<file path="src/rtl/mac_feeder.sv">
// Operand sequencer for macfinal: buffers host quadruples in a FIFO and, on start,
// clears the MAC, streams the buffered entries, drains the MAC latency and captures acc.
module mac_feeder #(
  parameter int DEPTH = 8,
  parameter int LAT   = 1
) (
  input  logic                         clk,
  input  logic                         rst,
  input  logic                         wr_en,
  input  logic [3:0]                   wr_a,
  input  logic [3:0]                   wr_b,
  input  logic [3:0]                   wr_c,
  input  logic [3:0]                   wr_d,
  output logic                         full,
  output logic [$clog2(DEPTH+1)-1:0]   count,
  output logic                         ovf,
  input  logic                         start,
  output logic [3:0]                   A,
  output logic [3:0]                   B,
  output logic [3:0]                   C,
  output logic [3:0]                   D,
  output logic                         mac_rst,
  input  logic [9:0]                   acc,
  output logic [9:0]                   result,
  output logic                         busy,
  output logic                         done
);

  localparam int CW = $clog2(DEPTH + 1);
  localparam int PW = $clog2(DEPTH);
  localparam int LW = (LAT > 1) ? $clog2(LAT) : 1;

  typedef enum logic [2:0] {IDLE, CLEAR, ISSUE, DRAIN, DONE} state_t;

  state_t          state;
  logic [15:0]     mem [DEPTH];
  logic [PW-1:0]   wr_ptr;
  logic [PW-1:0]   rd_ptr;
  logic [CW-1:0]   rem;
  logic [LW-1:0]   dcnt;
  logic            empty_run;
  logic            push;
  logic            pop;

  assign full = (count == CW'(DEPTH));
  assign push = wr_en && !full;

  always_comb begin
    pop = 1'b0;
    if (state == CLEAR) pop = 1'b1;
    else if (state == ISSUE && rem != '0) pop = 1'b1;
  end

  always_ff @(posedge clk) begin
    if (push) mem[wr_ptr] <= {wr_a, wr_b, wr_c, wr_d};
  end

  always_ff @(posedge clk or negedge rst) begin
    if (!rst) begin
      wr_ptr <= '0;
      rd_ptr <= '0;
      count  <= '0;
      ovf    <= 1'b0;
    end else begin
      if (push) wr_ptr <= wr_ptr + PW'(1);
      if (pop)  rd_ptr <= rd_ptr + PW'(1);
      case ({push, pop})
        2'b10:   count <= count + CW'(1);
        2'b01:   count <= count - CW'(1);
        default: count <= count;
      endcase
      ovf <= wr_en && full;
    end
  end

  // The first pop happens on the edge leaving CLEAR so entry k is on A..D during cycle ek.
  always_ff @(posedge clk or negedge rst) begin
    if (!rst) begin
      state     <= IDLE;
      rem       <= '0;
      dcnt      <= '0;
      empty_run <= 1'b0;
      {A, B, C, D} <= '0;
      mac_rst   <= 1'b1;
      result    <= '0;
      busy      <= 1'b0;
      done      <= 1'b0;
    end else begin
      done         <= 1'b0;
      mac_rst      <= 1'b0;
      {A, B, C, D} <= '0;
      case (state)
        IDLE: begin
          if (start) begin
            busy <= 1'b1;
            rem  <= count;
            if (count == '0) begin
              // Empty run takes a one-cycle detour through DRAIN so done lands in e1-e2.
              empty_run <= 1'b1;
              dcnt      <= '0;
              state     <= DRAIN;
            end else begin
              empty_run <= 1'b0;
              mac_rst   <= 1'b1;
              state     <= CLEAR;
            end
          end
        end
        CLEAR: begin
          {A, B, C, D} <= mem[rd_ptr];
          rem          <= rem - CW'(1);
          state        <= ISSUE;
        end
        ISSUE: begin
          if (rem != '0) begin
            {A, B, C, D} <= mem[rd_ptr];
            rem          <= rem - CW'(1);
          end else begin
            dcnt  <= LW'(LAT - 1);
            state <= DRAIN;
          end
        end
        DRAIN: begin
          if (dcnt == '0) begin
            result <= empty_run ? '0 : acc;
            done   <= 1'b1;
            state  <= DONE;
          end else begin
            dcnt <= dcnt - LW'(1);
          end
        end
        DONE: begin
          busy  <= 1'b0;
          state <= IDLE;
        end
        default: state <= IDLE;
      endcase
    end
  end

endmodule
</file>
<file path="config.mk">
export PLATFORM = sky130hd
export DESIGN_NAME = mac_feeder
export DESIGN_NICKNAME = d
export VERILOG_FILES = /design/src/rtl/mac_feeder.sv
export SDC_FILE = /design/constraint.sdc
export NUM_CORES = 1
export LEC_CHECK = 0
export BUFFER_PORTS_ARGS = -buffer_cell sky130_fd_sc_hd__clkbuf_2
export CELL_PAD_IN_SITES_DETAIL_PLACEMENT = 0
export CELL_PAD_IN_SITES_GLOBAL_PLACEMENT = 1
export CORE_MARGIN = 2
export CORE_UTILIZATION = 54
export CTS_CLUSTER_SIZE = 30
export DETAILED_ROUTE_END_ITERATION = 8
export HOLD_SLACK_MARGIN = 0.03
export MAX_ROUTING_LAYER = met4
export PLACE_DENSITY = 0.8
export SKIP_CTS_REPAIR_TIMING = 1
export SYNTH_ARGS = -nofsm -noshare
export SYNTH_HDL_FRONTEND = slang
export SYNTH_SLANG_ARGS = --single-unit
</file>
<file path="constraint.sdc">
create_clock -name clk -period 4.8 [get_ports clk]
set_input_delay 0.24 -clock clk [delete_from_list [all_inputs] [get_ports clk]]
set_output_delay 0.24 -clock clk [all_outputs]
set_load 0.005 [all_outputs]
</file>
==> metrics.md <==
| Metric | Value |
|---|---|
| Crit end category | `register` |
| Routability cong. | `0.7653` |
| DRC errors left | `0` |
| Worst-margin pin slew | `1.114 ns` |
| Core ar. | `0.01257 sq mm` |
| Initial antenna violation count | `0` |
| Area contributors post-synth | `edfxtp_1 (56%), dfrtp_1 (17%), mux4_2 (10%), mux2i_1 (2.9%), nor2_1 (1.6%)` |
| Most frequent cells in the layout | `edfxtp_1 (128), clkbuf_2 (64), dfrtp_1 (45), mux4_2 (32), nor2_1 (29)` |
| CTS max path bufs | `2` |
| Pwr/cell area | `628.9 mW/mm^2` |
| Met2 WL | `6211 um` |
| Pins over their slew limit | `0` |
| P_sw | `0.001513 W` |
| Switching share of power | `0.3013` |
| Number of port buffers | `64` |
| Minimum clock period | `2.944 ns` |
| Wl on met1 | `5124 um` |
| Synth top area share | `0.5561` |
| Hpwl dp | `7098 um` |
| Skew final | `0.01487 ns` |
| Total vias in the final route | `3439` |
| Final nets | `492` |
| DRT antenna net count | `0` |
| Max-Cap Viols | `0` |
| CP arrival | `3.24 ns` |
| H-tree Lvls | `4` |
| #FFs+latches synth | `176` |
| Fin util | `0.6352` |
| Most common cell after layout, fill and taps aside | `edfxtp_1` |
| GRT Overall Usage | `0.2029` |
| Final Hold Viols | `0` |
| Syn_nets | `420` |
| Crit path kind | `register to register` |
| Final-report setup violation count | `0` |
| Period utilisation layout | `0.6133` |
| CTS tree | `built` |
| Post-synthesis sequential area ratio | `0.7301` |
| Crit path required time | `5.09 ns` |
| Yosys warning count | `0` |
| Worst R2R Start | `rem[0]` |
| Sequential share of power | `0.456` |
| Vias per cell | `5.373` |
| Hold Crit Class | `input pin to register` |
| First-pass GRT wire length | `19200 um` |
| Cell internal pwr | `0.003508 W` |
| Setup crit start | `rem[0]` |
| Startpoint Class | `register` |
| Worst VDD drop | `0.3685 mV` |
| Final WS setup | `1.856 ns` |
| Layout cell share with drive strength beyond 1 | `0.3162` |
| Combinational fraction of design power | `0.283` |
| Outcome | `completed` |
| Synth Cell Area | `0.006912 sq mm` |
| Mapped Cells | `383` |
| Leak | `3.069 nW` |
| Routed len/inst | `18.90 um` |
| Setup WS pre-CTS | `1.875 ns` |
| Cell taking the most area after synthesis | `edfxtp_1` |
| Iteration-0 DRC Markers | `226` |
| Clock share of power | `0.261` |
| Unrepaired setup endpoints after global routing | `false` |
| Filler Cells Inserted | `922` |
| DP Area | `0.007408 sq mm` |
| Area grow syn2layout | `15.51%` |
| Drt pass-1 iters | `4` |
| Num CTS Buffers | `17` |
| Fmax achieved | `339.7 MHz` |
| Site Rows | `41` |
| CTS Sinks | `176` |
| # diodes | `0` |
| Clock Latency Late Sink | `0.43 ns` |
| Max layer used | `met4` |
| Met3 WL post-DR | `642 um` |
| Min Hold Slack | `0.04700 ns` |
| TNS Setup | `0 ns` |
| Largest net degree at the start of global routing | `49` |
| Distinct cells, synth | `43` |
| Initial Util | `0.5499` |
| CTS root buffer | `clkbuf_16` |
| Io pins | `65` |
| Die W | `117.1 um` |
| Crit-path max FO | `19` |
| Die area | `0.01372 sq mm` |
| Final Cell Area | `0.007984 sq mm` |
| CTS clock-pin slew for the worst setup and hold paths | `0.06 ns` |
| Slew margin rel. | `0.2576` |
| GRT Residual Overflow | `0` |
| Number of global-route vias before repair | `3540` |
| Min-delay src | `wr_en` |
| Syn avg cell area | `18.05 sq um` |
| Die height | `117.1 um` |
| Detailed Route WL | `12100 um` |
power groups by stage:
stage	logic (W)	registers (W)	clock network, W
after global routing	0.00159	0.00235	0.00140
after CTS	0.00146	0.00230	0.00133
after floorplan	0.00118	0.00215	0
after global placement	0.00142	0.00231	0
after detailed placement	0.00144	0.00233	0
final	0.00142	0.00229	0.00131
per-layer routing:
layer	vias up	track usage
met4	0	0.07686
met2	91	0.3156
li1	1597	-
met5	-	-
met1	1742	0.2649
met3	9	0.04737
area by class of cell:
class,count,area (sq um),share of cell area
tap,172,215.2,0.02695
inverter,7,26.28,0.003291
sequential,176,5049,0.6323
clock buffer,21,450.4,0.05642
timing repair buffer,73,390.4,0.04890
multi-input combinational,180,1738,0.2177
clock inverter,11,115.1,0.01442
stage by stage:
step / total power, W / std cells
after global routing: 0.005335 / 640
after CTS: 0.005089 / 639
after floorplan: 0.003326 / 383
after global placement: 0.003723 / 607
after detailed placement: 0.003773 / 607
final: 0.005021 / 640
flip-flops by register name, indices dropped and copies added, names as in the netlist:
signal and count:
ovf 1, result 10, done 1, wr_ptr 3
mac_rst 1, empty_run 1, mem 128, A 4
C 4, busy 1, D 4, state 3
rem 4, B 4, rd_ptr 3, count 4
cells in the mapped netlist, drive strengths merged:
master and instances:
edfxtp 128, dfrtp 47, mux4 32, nor2 30, nand2 22, mux2i 20
nand2b 14, buf 11, o21ai 10, clkbuf 9, ha 7, inv 7
xnor2 6, nor3 5, a21oi 4, mux2 4, nand3 3, xor2 3
nand3b 2, nor4 2, nor4b 2, a2111oi 1, a21o 1, a22o 1
a2bb2oi 1, and2 1, dfstp 1, nor2b 1, nor3b 1, o211ai 1
o31a 1, o31ai 1, o32ai 1, or2 1, or3 1, or3b 1
worst paths after layout:
path | to | slack [ns] | cells after the start
min reg2reg | result[0] | 0.48 | 2
max in group asynchronous | rd_ptr[1] | 3.87 | 3
max | count[2] | 1.86 | 13
min | ovf | 0.05 | 2
max reg2reg | count[2] | 1.86 | 13
min in group asynchronous | state[1] | 0.47 | 3
cells by family after synthesis:
kind of cell	after synthesis	share of synthesized area
DFF	176	0.7301
and+or+nand+nor	86	0.06101
muxes	56	0.1403
buffers and inverters	27	0.02172
AOI/OAI and AO/OA	22	0.02281
xor gates and xnor gates	9	0.01141
adders and majority gates	7	0.01267
worst max-delay path: stages, from the launching register on:
cell and delay [ns]:
dfrtp_1 0.38, inv_1 0.11, ha_1 0.15, nor3b_1 0.40
o32ai_4 0.25, nand2_4 0.31, inv_1 0.11, ha_1 0.27
xor2_1 0.16, ha_1 0.18, a21oi_1 0.14, xor2_1 0.15
nor2_1 0.06, xor2_1 0.14
Note: power is estimated with default switching activity, not from simulation.
